File: src/rtl/receptor_afisaj_multiplexat.sv
// Receiving end of a multiplexed 4-digit 7-segment display bus.
// Rebuilds the digit codes from the scanned segment lines, classifies each
// completed frame (speed, left, right, stop) and commits the mode once it has
// been seen NR_CADRE_STABIL times in a row. Also flags a silent link.
module receptor_afisaj_multiplexat #(
    parameter int NR_CADRE_STABIL = 2,
    parameter int TIMEOUT_CICLURI = 64
) (
    input  logic       clock,
    input  logic       reset_n,
    input  logic       D1,
    input  logic       D2,
    input  logic       D3,
    input  logic       D4,
    input  logic       a,
    input  logic       b,
    input  logic       c,
    input  logic       d,
    input  logic       e,
    input  logic       f,
    input  logic       g,
    output logic [3:0] cod_digit_1,
    output logic [3:0] cod_digit_2,
    output logic [3:0] cod_digit_3,
    output logic [3:0] cod_digit_4,
    output logic       cadru_valid,
    output logic       eroare_cadru,
    output logic [3:0] cifra_zeci,
    output logic [3:0] cifra_unitati,
    output logic       semnal_stanga,
    output logic       semnal_dreapta,
    output logic       stop,
    output logic       semnal_activ
);
    localparam int STAB_W = $clog2(NR_CADRE_STABIL + 1);
    localparam int TOUT_W = $clog2(TIMEOUT_CICLURI + 1);
    localparam logic [STAB_W-1:0] STAB_MAX  = STAB_W'(NR_CADRE_STABIL);
    localparam logic [TOUT_W-1:0] TOUT_LAST = TOUT_W'(TIMEOUT_CICLURI - 1);
    localparam logic [3:0] COD_RIGHT = 4'd10;
    localparam logic [3:0] COD_LEFT  = 4'd11;
    localparam logic [3:0] COD_DASH  = 4'd12;
    localparam logic [3:0] COD_BLANK = 4'd13;

    typedef enum logic [1:0] {MOD_VITEZA, MOD_STANGA, MOD_DREAPTA, MOD_STOP} mod_e;
    typedef struct packed {
        logic valid;
        mod_e mod;
    } clasa_t;

    // Segment lines are active low; the "3" pattern doubles as the right
    // marker when it appears on the last digit.
    function automatic logic [3:0] decode_seg(input logic [6:0] seg, input logic on_d4);
        logic [3:0] cod;
        case (seg)
            7'b0000001: cod = 4'd0;
            7'b1001111: cod = 4'd1;
            7'b0010010: cod = 4'd2;
            7'b0000110: cod = on_d4 ? COD_RIGHT : 4'd3;
            7'b1001100: cod = 4'd4;
            7'b0100100: cod = 4'd5;
            7'b0100000: cod = 4'd6;
            7'b0001111: cod = 4'd7;
            7'b0000000: cod = 4'd8;
            7'b0000100: cod = 4'd9;
            7'b0110000: cod = COD_LEFT;
            7'b1111110: cod = COD_DASH;
            7'b1111111: cod = COD_BLANK;
            default:    cod = 4'd15;
        endcase
        return cod;
    endfunction

    function automatic clasa_t classify(input logic [3:0] d1, d2, d3, d4);
        clasa_t cl;
        cl.valid = 1'b0;
        cl.mod   = MOD_VITEZA;
        if (d1 == 4'd8 && d2 == 4'd8 && d3 == 4'd8 && d4 == 4'd8) begin
            cl.valid = 1'b1;
            cl.mod   = MOD_STOP;
        end else if (d1 == COD_LEFT && d2 == COD_DASH && d3 == COD_DASH && d4 == COD_DASH) begin
            cl.valid = 1'b1;
            cl.mod   = MOD_STANGA;
        end else if (d1 == COD_DASH && d2 == COD_DASH && d3 == COD_DASH && d4 == COD_RIGHT) begin
            cl.valid = 1'b1;
            cl.mod   = MOD_DREAPTA;
        end else if (d1 == COD_BLANK && d4 == COD_BLANK && d3 <= 4'd9 &&
                     (d2 == COD_BLANK || (d2 >= 4'd1 && d2 <= 4'd9))) begin
            cl.valid = 1'b1;
            cl.mod   = MOD_VITEZA;
        end
        return cl;
    endfunction

    logic [3:0]        sel;
    logic [6:0]        seg;
    logic [3:0]        cod_nou;
    logic              selectie_unica, selectie_ilegala, cadru_gata;
    clasa_t            clasa;
    logic [15:0]       tuplu;

    logic [3:0]        slot_q [4];
    logic [3:0]        slot_d [4];
    logic [3:0]        cod_q [4];
    logic [3:0]        cod_d [4];
    logic [3:0]        mask_q, mask_d;
    logic [STAB_W-1:0] stab_q, stab_d;
    logic [15:0]       prev_q, prev_d;
    logic [TOUT_W-1:0] tout_q, tout_d;
    logic              cadru_valid_q, cadru_valid_d;
    logic              eroare_q, eroare_d;
    logic [3:0]        zeci_q, zeci_d, unit_q, unit_d;
    logic              stanga_q, stanga_d, dreapta_q, dreapta_d;
    logic              stop_q, stop_d, activ_q, activ_d;

    assign sel              = {D4, D3, D2, D1};
    assign seg              = {a, b, c, d, e, f, g};
    assign cod_nou          = decode_seg(seg, D4);
    assign selectie_unica   = $onehot(sel);
    assign selectie_ilegala = !$onehot0(sel);
    assign cadru_gata       = (mask_q == 4'b1111);
    assign clasa            = classify(slot_q[0], slot_q[1], slot_q[2], slot_q[3]);
    assign tuplu            = {slot_q[0], slot_q[1], slot_q[2], slot_q[3]};

    // Next-state: slot capture, frame emission, stability/commit, timeout.
    // NOTE: every variable gets a default at the top so no path leaves one unassigned (no latch).
    always_comb begin
        slot_d        = slot_q;
        cod_d         = cod_q;
        mask_d        = cadru_gata ? 4'b0000 : mask_q;
        stab_d        = stab_q;
        prev_d        = prev_q;
        tout_d        = tout_q;
        cadru_valid_d = 1'b0;
        eroare_d      = 1'b0;
        zeci_d        = zeci_q;
        unit_d        = unit_q;
        stanga_d      = stanga_q;
        dreapta_d     = dreapta_q;
        stop_d        = stop_q;
        activ_d       = activ_q;

        if (selectie_unica) begin
            for (int i = 0; i < 4; i++) begin
                if (sel[i]) slot_d[i] = cod_nou;
            end
            mask_d = mask_d | sel;
        end

        // An illegal selection also discards a frame waiting to be emitted.
        if (selectie_ilegala) begin
            mask_d   = 4'b0000;
            stab_d   = '0;
            eroare_d = 1'b1;
        end else if (cadru_gata) begin
            cod_d = slot_q;
            if (clasa.valid) begin
                cadru_valid_d = 1'b1;
                if (stab_q != '0 && tuplu == prev_q)
                    stab_d = (stab_q == STAB_MAX) ? stab_q : stab_q + 1'b1;
                else
                    stab_d = STAB_W'(1);
                prev_d = tuplu;
                if (stab_d == STAB_MAX) begin
                    activ_d   = 1'b1;
                    stanga_d  = (clasa.mod == MOD_STANGA);
                    dreapta_d = (clasa.mod == MOD_DREAPTA);
                    stop_d    = (clasa.mod == MOD_STOP);
                    if (clasa.mod == MOD_VITEZA) begin
                        zeci_d = (slot_q[1] == COD_BLANK) ? 4'd0 : slot_q[1];
                        unit_d = slot_q[2];
                    end
                end
            end else begin
                eroare_d = 1'b1;
                stab_d   = '0;
            end
        end

        // The watchdog restarts after firing so a resumed scan can lock again.
        if (cadru_valid_d) begin
            tout_d = '0;
        end else if (tout_q == TOUT_LAST) begin
            tout_d  = '0;
            activ_d = 1'b0;
            mask_d  = 4'b0000;
            stab_d  = '0;
        end else begin
            tout_d = tout_q + 1'b1;
        end
    end

    // Control state and registered outputs.
    // NOTE: sequential state uses non-blocking assignments so all flops update together.
    always_ff @(posedge clock or negedge reset_n) begin
        if (!reset_n) begin
            for (int i = 0; i < 4; i++) cod_q[i] <= COD_BLANK;
            mask_q        <= '0;
            stab_q        <= '0;
            prev_q        <= '0;
            tout_q        <= '0;
            cadru_valid_q <= 1'b0;
            eroare_q      <= 1'b0;
            zeci_q        <= '0;
            unit_q        <= '0;
            stanga_q      <= 1'b0;
            dreapta_q     <= 1'b0;
            stop_q        <= 1'b0;
            activ_q       <= 1'b0;
        end else begin
            cod_q         <= cod_d;
            mask_q        <= mask_d;
            stab_q        <= stab_d;
            prev_q        <= prev_d;
            tout_q        <= tout_d;
            cadru_valid_q <= cadru_valid_d;
            eroare_q      <= eroare_d;
            zeci_q        <= zeci_d;
            unit_q        <= unit_d;
            stanga_q      <= stanga_d;
            dreapta_q     <= dreapta_d;
            stop_q        <= stop_d;
            activ_q       <= activ_d;
        end
    end

    // Slot storage for the frame under construction.
    // NOTE: no reset here on purpose; a slot is only read once its mask bit is set.
    always_ff @(posedge clock) begin
        slot_q <= slot_d;
    end

    assign cod_digit_1    = cod_q[0];
    assign cod_digit_2    = cod_q[1];
    assign cod_digit_3    = cod_q[2];
    assign cod_digit_4    = cod_q[3];
    assign cadru_valid    = cadru_valid_q;
    assign eroare_cadru   = eroare_q;
    assign cifra_zeci     = zeci_q;
    assign cifra_unitati  = unit_q;
    assign semnal_stanga  = stanga_q;
    assign semnal_dreapta = dreapta_q;
    assign stop           = stop_q;
    assign semnal_activ   = activ_q;
endmodule

File: config.mk
export PLATFORM = sky130hd
export DESIGN_NAME = receptor_afisaj_multiplexat
export DESIGN_NICKNAME = d
export VERILOG_FILES = /design/src/rtl/receptor_afisaj_multiplexat.sv
export SDC_FILE = /design/constraint.sdc
export NUM_CORES = 1
export LEC_CHECK = 0
export CORE_MARGIN = 2
export CORE_UTILIZATION = 50
export DETAILED_ROUTE_END_ITERATION = 8
export PLACE_DENSITY = 0.72
export SYNTH_ARGS = -nofsm -noshare
export SYNTH_HDL_FRONTEND = slang
export SYNTH_SLANG_ARGS = --single-unit
File: constraint.sdc
create_clock -name clock -period 2.1 [get_ports clock]
set_input_delay 0.63 -clock clock [delete_from_list [all_inputs] [get_ports clock]]
set_output_delay 0.63 -clock clock [all_outputs]
set_load 0.03 [all_outputs]
==> flow_metrics.tcl <==
set metrics [dict create \
    root_buffer "clkbuf_8" \
    dieHeight_um 90.2 \
    dpl_cell_area_um2 4830 \
    clk_pin_slew_worst_paths_ns 0.08 \
    port-buffer-count 42 \
    synth_top_family_by_area "simple AND/OR/NAND/NOR gates" \
    synth_compound_area_frac 0.0866 \
    slowest_stage "fa_1" \
    drv_cap 0 \
    cts.sinks 75 \
    hold_viol_final 0 \
    post-route-util 0.759 \
    synth_flop_cell "dfrtp_1" \
    synth_top_area_cell "dfrtp_1" \
    cp.arrival_ns 2.87 \
    synth_warnings 0 \
    grt-ovfl-total 0 \
    antenna-diode-count 0 \
    tritoncts.num_buffers 9 \
    synth.area.mux_share 0.128 \
    postSynthCellCount 307 \
    grt_max_degree 35 \
    row_count 31 \
    crit_chain "buf_8, inv_8, fa_1, inv_2, ha_4, inv_4, ha_4, inv_4, a2111oi_4, nand4_1, buf_6, nor3_4, buf_12, mux2_4" \
    clock_skew_ns 0.00773 \
    synth.distinct_cells 60 \
    outcome "finished, violations left" \
    synthAdderAreaFrac 0.0222 \
    finalPower_mw 3.28 \
    wl_mm 9.34 \
    antenna_found_initial 0 \
    routedWlPerCell_um 17.9 \
    synth_fp_nets 326 \
    slew_headroom 0.713 \
    drv_slew 0 \
    setup-violations-final 74 \
    fmax_ghz 0.381 \
    cellLeakagePower_nw 2.62 \
    synth.area.top_cells "dfrtp_1 (32%), edfxtp_1 (13%), mux2_1 (9.7%)" \
    period_minus_slack_ns 2.63 \
    clock_latency_ns 0.36 \
    drtAntennaViolNets 0 \
    crit_path_start_kind "input pin" \
    slowest_delay_ns 0.54 \
    grt_usage 0.239 \
    synthSimpleGateAreaFrac 0.147 \
    synth_common_cells "dfrtp_1 (47), mux2_1 (32), xor2_1 (17)" \
    place_ws_ns -1.40 \
    worst_pin_slew_ns 0.430 \
    gp_congestion 0.908 \
    synth_edf_count 16 \
    h-tree-depth 3 \
    grt_pass1_vias 3028 \
    finalInstanceArea_um2 5480 \
    clk_path_buf_depth 2 \
    area_growth_pct 47.4 \
    violations "setup timing" \
    fin_cells 523 \
    drt_iter0_drc 176 \
    drive_gt1_frac 0.448 \
    grt_pass1_wl_mm 15.3 \
    num_io_pins 43 \
    dieArea_um2 8140 \
    setup_ws_ns -0.526 \
    synth-async-reset-ratio 0.787 \
    drc 0 \
    core_um2 7210 \
    ir_worst_vdd_uv 434 \
    nNetsFinal 438 \
    vias 2912 \
    cpLargestDelayFamily "adder cells" \
    crit_required_ns 2.35 \
    setup.worst_path.class "in2reg" \
    avgSynthCellArea_um2 12.1 \
    finalCritPeriodShare 1.25 \
    rsz0062_at_grt "true" \
    avgViaCountPerCell 5.57 \
    synth_top_area_share 0.317 \
    critPathBufInv 7 \
    synth_xor_area_frac 0.0495 \
    worst-r2r-setup-slack_ns -0.18 \
    end_kind "flip-flop" \
    ys_ff_latch 75 \
    placed_cells 489 \
    cts_tree "built" \
    syn_area_um2 3710 \
    hp-class "in2async" \
    die-width_um 90.2 \
    initial_core_util 0.515 \
    first_pass_iters 4 \
    yosysSeqAreaShare 0.531 \
    p_per_area_nw_per_um2 598 \
    cp_max_fo 8 \
    synth.most_common_cell "dfrtp_1" \
    hpwl_mm 6.04 \
]
-- flip-flops by register name (all words and copies together) (netlist names) --
register,count
tout_q,7
cod_digit_1,4
mask_q,4
cifra_unitati,4
semnal_activ,1
cod_digit_3,4
slot_q,16
cadru_valid,1
prev_q,16
cod_digit_4,4
eroare_cadru,1
semnal_stanga,1
semnal_dreapta,1
stop,1
cod_digit_2,4
stab_q,2
cifra_zeci,4
-- where the power goes --
group	switching, mW	leakage (nW)	internal (mW)
registers	0.0665	0.918	1.54
clock network	0.612	0.108	0.536
logic	0.264	1.60	0.256
-- routing by layer --
| layer | vias up | GRT usage | wire, um |
|---|---|---|---|
| met5 | - | 0 | 0 |
| met4 | 0 | 0.0962 | 293 |
| met3 | 27 | 0.0486 | 412 |
| met2 | 91 | 0.401 | 4660 |
| met1 | 1433 | 0.304 | 3970 |
| li1 | 1361 | - | - |
-- cell usage in the layout, fill, tap and decap left out, drive strengths merged, types with 2 or more instances in the layout --
master / count
buf: 79
dfrtp: 47
mux2: 38
clkdlybuf4s50: 19
inv: 19
xor2: 17
dlygate4sd2: 17
edfxtp: 16
nor3: 14
dfstp: 12
clkbuf: 11
and3: 10
nand2: 10
nor2: 9
nand3: 9
nand4: 7
o21ai: 7
nand2b: 5
a21oi: 5
ha: 5
a31oi: 4
and4: 4
nor4: 4
xnor2: 4
and2: 4
nor2b: 3
a21o: 3
o311ai: 3
a21boi: 3
mux2i: 3
a32oi: 3
o22ai: 2
clkinv: 2
o221ai: 2
or2: 2
or3: 2
nor3b: 2
-- final timing paths --
kind / from / end / cells after the start
setup reg to reg: slot_q[1] / semnal_stanga / 7
min in group clock: tout_q[0] / tout_q[0] / 1
setup / recovery: D1 / cifra_zeci[0] / 14
hold reg to reg: tout_q[0] / tout_q[0] / 1
hold / removal: reset_n / tout_q[4] / 1
max in group asynchronous: reset_n / cod_digit_1[3] / 2
-- layout make-up --
type	instances	area, um2
Clock inverter	6	60.1
Timing Repair Buffer	117	1090
Fill cell	443	1740
Tap cell	99	124
Multi-Input combinational cell	201	2000
Clock buffer	10	149
Sequential cell	75	1970
Inverter	15	73.8
-- cells by family after synthesis --
logic type	Yosys count
compound gates	43
buf+inv	31
simple gates	90
fa+ha+maj	6
mux	41
xor+xnor	21
flops	75
-- through the flow --
stage / hold slack, ns / setup TNS [ns]
6_report: 0.153 / -29.71
5_1_grt: 0.166 / -32.35
4_1_cts: 0.154 / -25.22
3_5_place_dp: 0.464 / -87.31
3_3_place_gp: 0.444 / -84.10
2_1_floorplan: 0.334 / -21.43
-- worst reg2reg max path, cell delays in order (launching register included) --
cell and delay [ns]:
edfxtp_1 0.53, nand2b_1 0.22, nor3_1 0.27, nand4_1 0.31
buf_4 0.25, a311oi_4 0.25, buf_6 0.17, mux2i_1 0.19
-- timing repair --
action | CTS | global route
pin swaps | 23 | 16
hold buffers | 0 | 0
setup endpoints to repair | 103 | 84
setup buffers | 12 | 6
gates cloned | 1 | 0
gates resized for setup | 81 | 25
Note: power is estimated with default switching activity, not from simulation.
